### config.mk
export PLATFORM = sky130hd
export DESIGN_NAME = alu_arbiter
export DESIGN_NICKNAME = d
export VERILOG_FILES = /design/src/rtl/alu_arbiter.sv
export SDC_FILE = /design/constraint.sdc
export NUM_CORES = 1
export LEC_CHECK = 0
export BUFFER_PORTS_ARGS = -buffer_cell sky130_fd_sc_hd__clkbuf_2
export CAP_MARGIN = 25
export CORE_MARGIN = 5
export CORE_UTILIZATION = 40
export CTS_BUF_LIST = sky130_fd_sc_hd__clkbuf_2 sky130_fd_sc_hd__clkbuf_4 sky130_fd_sc_hd__clkbuf_8
export CTS_CLUSTER_SIZE = 40
export DETAILED_ROUTE_END_ITERATION = 10
export GPL_TIMING_DRIVEN = 0
export PLACE_DENSITY = 0.69
export REMOVE_ABC_BUFFERS = 1
export SLEW_MARGIN = 20
export SYNTH_ARGS = -nofsm -noshare
export SYNTH_HDL_FRONTEND = slang
export SYNTH_SLANG_ARGS = --single-unit
### constraint.sdc
create_clock -name i_clk -period 2.6 [get_ports i_clk]
set_input_delay 0.26 -clock i_clk [delete_from_list [all_inputs] [get_ports i_clk]]
set_output_delay 0.26 -clock i_clk [all_outputs]
set_load 0.03 [all_outputs]
### src/rtl/alu_arbiter.sv
// Two-requester arbiter in front of a shared combinational ALU.
// Round-robin on contention; one op in flight: IDLE -> EXEC -> RESP.
module alu_arbiter #(
  parameter int NB_OP   = 6,
  parameter int NB_DATA = 32
) (
  input  logic               i_clk,
  input  logic               i_rst_n,
  input  logic               i_req0_valid,
  input  logic [NB_DATA-1:0] i_req0_operand1,
  input  logic [NB_DATA-1:0] i_req0_operand2,
  input  logic [NB_OP-1:0]   i_req0_opcode,
  input  logic [4:0]         i_req0_shamt,
  input  logic               i_req1_valid,
  input  logic [NB_DATA-1:0] i_req1_operand1,
  input  logic [NB_DATA-1:0] i_req1_operand2,
  input  logic [NB_OP-1:0]   i_req1_opcode,
  input  logic [4:0]         i_req1_shamt,
  output logic               o_req0_ready,
  output logic               o_req1_ready,
  output logic [NB_DATA-1:0] o_alu_operand1,
  output logic [NB_DATA-1:0] o_alu_operand2,
  output logic [NB_OP-1:0]   o_alu_opcode,
  output logic [4:0]         o_alu_shamt,
  input  logic [NB_DATA-1:0] i_alu_result,
  output logic               o_rsp0_valid,
  output logic               o_rsp1_valid,
  input  logic               i_rsp0_ready,
  input  logic               i_rsp1_ready,
  output logic [NB_DATA-1:0] o_rsp_result,
  output logic [15:0]        o_grant_cnt0,
  output logic [15:0]        o_grant_cnt1,
  output logic               o_busy
);

  typedef enum logic [1:0] {S_IDLE, S_EXEC, S_RESP} state_t;

  state_t               r_state, w_next;
  logic                 r_rr, r_gnt;
  logic [NB_DATA-1:0]   r_op1, r_op2, r_result;
  logic [NB_OP-1:0]     r_opc;
  logic [4:0]           r_shamt;
  logic [15:0]          r_cnt0, r_cnt1;
  logic                 w_acc0, w_acc1, w_done;

  always_comb begin
    w_next = r_state;
    w_acc0 = 1'b0;
    w_acc1 = 1'b0;
    w_done = 1'b0;
    case (r_state)
      S_IDLE: begin
        // rr only matters when both ask; a lone requester always wins
        if (i_req0_valid && (!i_req1_valid || !r_rr)) w_acc0 = 1'b1;
        else if (i_req1_valid)                        w_acc1 = 1'b1;
        if (w_acc0 || w_acc1) w_next = S_EXEC;
      end
      S_EXEC: w_next = S_RESP;
      S_RESP: begin
        w_done = r_gnt ? i_rsp1_ready : i_rsp0_ready;
        if (w_done) w_next = S_IDLE;
      end
      default: w_next = S_IDLE;
    endcase
  end

  always_ff @(posedge i_clk) begin
    if (!i_rst_n) begin
      r_state  <= S_IDLE;
      r_rr     <= 1'b0;
      r_gnt    <= 1'b0;
      r_op1    <= '0;
      r_op2    <= '0;
      r_opc    <= '0;
      r_shamt  <= '0;
      r_result <= '0;
      r_cnt0   <= '0;
      r_cnt1   <= '0;
    end else begin
      r_state <= w_next;
      if (w_acc0) begin
        r_gnt   <= 1'b0;
        r_op1   <= i_req0_operand1;
        r_op2   <= i_req0_operand2;
        r_opc   <= i_req0_opcode;
        r_shamt <= i_req0_shamt;
      end else if (w_acc1) begin
        r_gnt   <= 1'b1;
        r_op1   <= i_req1_operand1;
        r_op2   <= i_req1_operand2;
        r_opc   <= i_req1_opcode;
        r_shamt <= i_req1_shamt;
      end
      if (r_state == S_EXEC) r_result <= i_alu_result;
      if (w_done) begin
        r_rr <= ~r_gnt;
        if (!r_gnt && r_cnt0 != 16'hFFFF) r_cnt0 <= r_cnt0 + 16'd1;
        if ( r_gnt && r_cnt1 != 16'hFFFF) r_cnt1 <= r_cnt1 + 16'd1;
      end
    end
  end

  // ALU sees the idle opcode only in IDLE; latched payload otherwise
  assign o_alu_operand1 = (r_state == S_IDLE) ? '0 : r_op1;
  assign o_alu_operand2 = (r_state == S_IDLE) ? '0 : r_op2;
  assign o_alu_opcode   = (r_state == S_IDLE) ? {NB_OP{1'b1}} : r_opc;
  assign o_alu_shamt    = (r_state == S_IDLE) ? 5'd0 : r_shamt;

  assign o_req0_ready = w_acc0;
  assign o_req1_ready = w_acc1;
  assign o_rsp0_valid = (r_state == S_RESP) && !r_gnt;
  assign o_rsp1_valid = (r_state == S_RESP) &&  r_gnt;
  assign o_rsp_result = r_result;
  assign o_grant_cnt0 = r_cnt0;
  assign o_grant_cnt1 = r_cnt1;
  assign o_busy       = (r_state != S_IDLE);

endmodule
-- Word level (Yosys, flattened, before mapping)
Cells that the tools add are included.
- bits of input ports: 188
- output and inout port bits: 144
- flip-flop bits (word level): 143
- equality and inequality tests: 6
- muxes and demuxes: 24
- bitwise operators: 2
- reduce and logical (&&, ||, !) cells: 17
- add/subtract/negate cells: 2
- operators by type and width (cell ; number):
    two-way mux 32 bit ; 6
    adder 16 x 1 -> 16 bit (second input constant) ; 2
    inequality test 16 bit (second input constant) ; 2
    two-way mux 6 bit ; 3
    two-way mux 5 bit ; 3
    two-way mux 1 bit ; 9
    case mux 2 bit (3 select lines) ; 1
    AND reduction 2 bit ; 3
    logical AND 1 bit ; 5
    two-way mux 2 bit ; 2
    inequality test 2 bit (second input constant) ; 2
    nonzero test 2 bit ; 2
    zero test 1 bit ; 3
    == test 2 x 1 -> 1 bit (second input constant) ; 1
    == test 2 bit (second input constant) ; 1
    zero test 2 bit ; 1
    logical OR 1 bit ; 2
    NOT 1 bit ; 2
    OR reduction 2 bit ; 1

-- Longest topological paths before layout
- depth after elaboration: 8
- gate-level depth with buffers: 7
- mapped depth without buffers: 5

-- Least setup slack after synthesis
Ideal clock, no wire load.
- kind: register to register
- start point: reg r_cnt0[2], in the netlist o_grant_cnt0[2]
- end point: reg r_cnt0[11], in the netlist o_grant_cnt0[11]
- arrival: 1.961 ns
- required time: 2.530 ns
- buffers on the path: 1
- period minus slack after synthesis: 2.032 ns
- slack: 0.568 ns
- library setup time: 0.070 ns
- stages on the path, launching flop included: 6
- path through: dfxtp_1 nand3_1 or4_1 buf_2 or4_1 a21oi_1
- word-level cells in the longest chain between the ends: 3
- elaborated cells between the ends (all ways): 4
- RTL lines (item ; RTL line ; RTL):
    start, declared ; 43 ; logic [15:0] r_cnt0, r_cnt1;
    start signal, assigned ; 97 ; if (!r_gnt && r_cnt0 != 16'hFFFF) r_cnt0 <= r_cnt0 + 16'd1;
    branches (longest 3 deep; another with adder 16 x 1 -> 16 bit) ; -- ;
Several ways; the timed one is not identified.
A chain may end at the register's enable or synchronous reset.

-- Worst setup path after layout
- start point: reg r_state[1]
- end point: out o_alu_operand1[30]
- word-level cells in the longest chain between the ends: 2
- RTL lines (item ; RTL line ; RTL):
    start, declared ; 38 ; state_t r_state, w_next;
    start signal, assigned ; 80 ; r_state <= w_next;
    zero test 2 bit ; 104 ; assign o_alu_operand1 = (r_state == S_IDLE) ? '0 : r_op1;
    two-way mux 32 bit ; 104 ;
    end, declared ; 21 ; output logic [NB_DATA-1:0] o_alu_operand1,
No other way between the ends.

==> flow_results.org <==
** Run status
- Outcome :: complete, no violations

** Die
- Effective utilization at floorplan :: 40.8%
- Die span in y :: 140 microns
- For this design the top-level I/O count stands at 332.
- Total core area :: 16,600 sq um
- In this run the horizontal extent of the chip is 140 microns.
- Die Area :: 19,600 sq um
- In this run the core area contains 47 standard-cell rows.

** Routing
- The first detailed-routing pass ran for 5 iterations.
- Top metal layer carrying routed signals :: met4
- Routed met2 length :: 11,100 microns
- In the detailed route, the total length drawn on met3 is 2090 microns.
- Antenna Violating Nets Remaining :: 0
- Total wire length :: 23,200 microns
- Across all layers, the routed design uses 7,394 vias.
- Dividing the detail-routed wire length by the instance count gives 16.4 microns.
- Starting DRC count in detailed routing :: 390
- Total routed wire length on the met1 layer :: 9110 microns
- After detailed routing, the number of remaining DRC violations is 0.
- Vias per inst :: 5.24

** Worst setup path
- The worst setup path is launched from a register.
- Tracing the worst setup path back leads to its startpoint at r_state[1].
- The worst setup path is of the reg -> out kind.
- Arrival time reported for the critical path endpoint :: 2060 ps
- The worst register-to-register path begins at r_state[1].
- STA classifies the critical path endpoint as an output pin.
- In this run the worst path has a maximum fanout of 79.
- Critical Path RT :: 2340 ps

** Global route
- Maximum number of pins on one net before global-route repair :: 80
- The initial antenna violation count came to 0.
- Vias in the first global route :: 6,853
- The first global-routing pass estimated 36,200 microns of wire.
- Global router's overall resource usage :: 22.7%
- Global routing finished with a remaining overflow of 0.

** Logic synthesis
- After synthesis, the share of flip-flops with an asynchronous set or reset is 0%.
- Yosys printed 0 warnings.
- The largest total area in the synthesized netlist belongs to sky130_fd_sc_hd__dfxtp_1.
- Synthesized netlist cell count :: 874
- Cell Area, Synth :: 6760 sq um
- Dominant synthesized flop cell :: sky130_fd_sc_hd__dfxtp_1
- Summed over its instances, the top area cell type makes up 42.3% of the synthesized netlist area.
- Synthesis inferred 143 register bits.
- After synthesis, the mean cell area works out to 7.74 sq um.
- Yosys attributes the largest share of cell area to sky130_fd_sc_hd__dfxtp_1, sky130_fd_sc_hd__a311oi_1, sky130_fd_sc_hd__nand2_1, sky130_fd_sc_hd__and2_1, sky130_fd_sc_hd__nand3_1.
- Post-synth cell types :: 43
- The commonest cells after synthesis are sky130_fd_sc_hd__nand2_1, sky130_fd_sc_hd__dfxtp_1, sky130_fd_sc_hd__nor2_1.
- Of the synthesized area, sequential elements account for 42.3%.
- Library cell with the highest instance count after synthesis :: sky130_fd_sc_hd__nand2_1
- The synthesized design contains 0 enable-type register cells.

** Cells and area
- Final nets :: 1,370
- Final Non-Filler Cells :: 1,412
- The layout has 1,624 filler cells.
- Share of layout cells above drive strength 1 :: 32.7%
- Synth-to-layout area growth :: 37.7%
- 0 antenna diodes ended up in the layout.

** Clock tree
- Clock latency on the worst-skew pair, taken at its later pin, is 440 ps.
- TritonCTS created 17 clock buffers.
- Root Driver :: sky130_fd_sc_hd__clkbuf_8
- Clock transition at the registers of the reported paths :: 80 ps
- The clock passes through at most 2 buffers.
- In this run the number of H-tree levels came out at 4.
- Clock tree synthesis found a total of 143 sinks.
- TritonCTS built the clock tree.

** Job
- Max Cap Viol :: 0

** Timing
- Derived from the worst setup path, the maximum achievable clock frequency is 432 MHz.
- Setup total negative slack on the finished layout was measured at 0 ps.
- On the final layout, the worst clock skew is 16.6 ps.
- Unrepaired setup endpoints after global routing :: false
- The max-slew violation count was 0.
- Worst-margin pin slew :: 847 ps
- Setup violation total in the final timing report :: 0
- Endpoints failing hold :: 0
- After layout, the minimum clock period comes to 2320 ps.
- The final critical path takes up 89.1% of the cycle.
- Worst slew margin relative to its limit :: 43.1%
- Worst setup margin :: 284 ps

** Power and ir drop
- Leakage power :: 4.12 nW
- VDD sags by at most 347 uV.
- In this run the power density over the cells is 612 nW/um^2.

** Worst hold path
- The worst hold path belongs to the class in -> reg.
- The startpoint identified for the worst hold timing path is i_alu_result[15].

** Placement
- During placement, the flow inserted port buffers numbering 331.
- Routability Congestion :: 0.864
- Place WS :: -475 ps
- Inst Count DP :: 1,362
- Half-perimeter wire length after detailed placement :: 16,500 microns
==> stage by stage <==
| step | instance area, sq um | total power [W] | hold WS, ps | utilization [%] |
|---|---|---|---|---|
| floorplan | 6470 | 0.00342 | 396 | - |
| global placement | 8400 | 0.00395 | 441 | 50.7 |
| detailed placement | 8730 | 0.00397 | 448 | 52.7 |
| CTS | 9290 | 0.00577 | 0.495 | 56.0 |
| global route | 9310 | 0.00601 | 16.2 | 56.2 |
| finish | 9310 | 0.00570 | 38.9 | 56.2 |
==> final timing paths <==
check                             to  slack (ps)  cells after the start
setup / recovery  o_alu_operand1[30]         280                      4
setup reg to reg    o_grant_cnt0[13]         300                      4
hold / removal      o_rsp_result[15]          40                      3
hold reg to reg     o_rsp_result[18]         460                      2
==> cells in the final DEF (no fill, tap or decap), types with 2 or more instances in the layout <==
master,count
sky130_fd_sc_hd__clkbuf_8,19
sky130_fd_sc_hd__a21oi_1,55
sky130_fd_sc_hd__mux2i_1,10
sky130_fd_sc_hd__nor3_1,10
sky130_fd_sc_hd__o31ai_1,8
sky130_fd_sc_hd__nor2_1,85
sky130_fd_sc_hd__nand2_1,162
sky130_fd_sc_hd__dfxtp_1,143
sky130_fd_sc_hd__and3_1,4
sky130_fd_sc_hd__bufinv_16,2
sky130_fd_sc_hd__clkbuf_4,2
sky130_fd_sc_hd__a211oi_1,2
sky130_fd_sc_hd__buf_16,9
sky130_fd_sc_hd__clkinv_2,4
sky130_fd_sc_hd__or3_1,8
sky130_fd_sc_hd__buf_12,2
sky130_fd_sc_hd__nor2b_1,2
sky130_fd_sc_hd__a41oi_1,2
sky130_fd_sc_hd__or4_1,8
sky130_fd_sc_hd__nand2b_1,13
sky130_fd_sc_hd__o211ai_1,3
sky130_fd_sc_hd__a311oi_1,75
sky130_fd_sc_hd__ha_1,2
sky130_fd_sc_hd__and4_1,3
sky130_fd_sc_hd__nor2_4,2
sky130_fd_sc_hd__inv_1,2
sky130_fd_sc_hd__nor4_1,4
sky130_fd_sc_hd__o21ai_0,10
sky130_fd_sc_hd__dlygate4sd3_1,15
sky130_fd_sc_hd__clkinv_4,4
sky130_fd_sc_hd__nand3_1,84
sky130_fd_sc_hd__and2_1,71
sky130_fd_sc_hd__buf_4,3
sky130_fd_sc_hd__clkbuf_2,331
sky130_fd_sc_hd__nand4_1,11
==> layer usage <==
layer	track usage, %	vias up
li1	-	3703
met1	27.0	3357
met2	37.0	283
met3	7.77	51
met4	10.6	0
met5	0	-
==> logic make-up after synthesis <==
kind of cell,Yosys count,synth area share (%)
xor gates and xnor gates,1,0.130
muxes,10,1.48
AOI/OAI and AO/OA,161,16.9
adders and majority gates,2,0.370
and+or+nand+nor,479,34.2
buffers and inverters,78,4.53
DFF,143,42.3
==> critical path, stage by stage, from the launching register on <==
cell                       delay (ps)
sky130_fd_sc_hd__dfxtp_1          670
sky130_fd_sc_hd__nor2_4           140
sky130_fd_sc_hd__inv_8            330
sky130_fd_sc_hd__and2_1           240
sky130_fd_sc_hd__clkbuf_2         220
==> what timing repair did <==
| item | CTS | global route |
|---|---|---|
| buffers inserted | 1 | 2 |
| hold buffers | 15 | 0 |
| endpoints found under the setup margin | 143 | 21 |
| pin swaps | 2 | 1 |
| endpoints found under the hold margin | 15 | 0 |
| cloned | 1 | 0 |
| resized for setup | 2 | 0 |
==> power by group <==
part	switching, W	total [W]	internal (W)
Sequential	0.0000931	0.00247	0.00238
Combinational	0.000923	0.00148	0.000554
Clock	0.000832	0.00175	0.000916
==> state kept, by name (all words and copies together) (netlist names) <==
name          cells
o_rsp_result     32
r_op1            32
r_op2            32
o_grant_cnt0     16
o_grant_cnt1     16
r_opc             6
r_shamt           5
r_state           2
r_gnt             1
r_rr              1
==> area by class of cell <==
type	instances	area [sq um]	share of cell area, %
multi-input combinational	654	3640	39.1
sequential	143	2860	30.7
timing repair buffer	360	2120	22.7
clock buffer	21	277	2.97
tap	220	275	2.96
clock inverter	10	114	1.22
inverter	4	27.5	0.296
(Power assumes the default switching activity.)
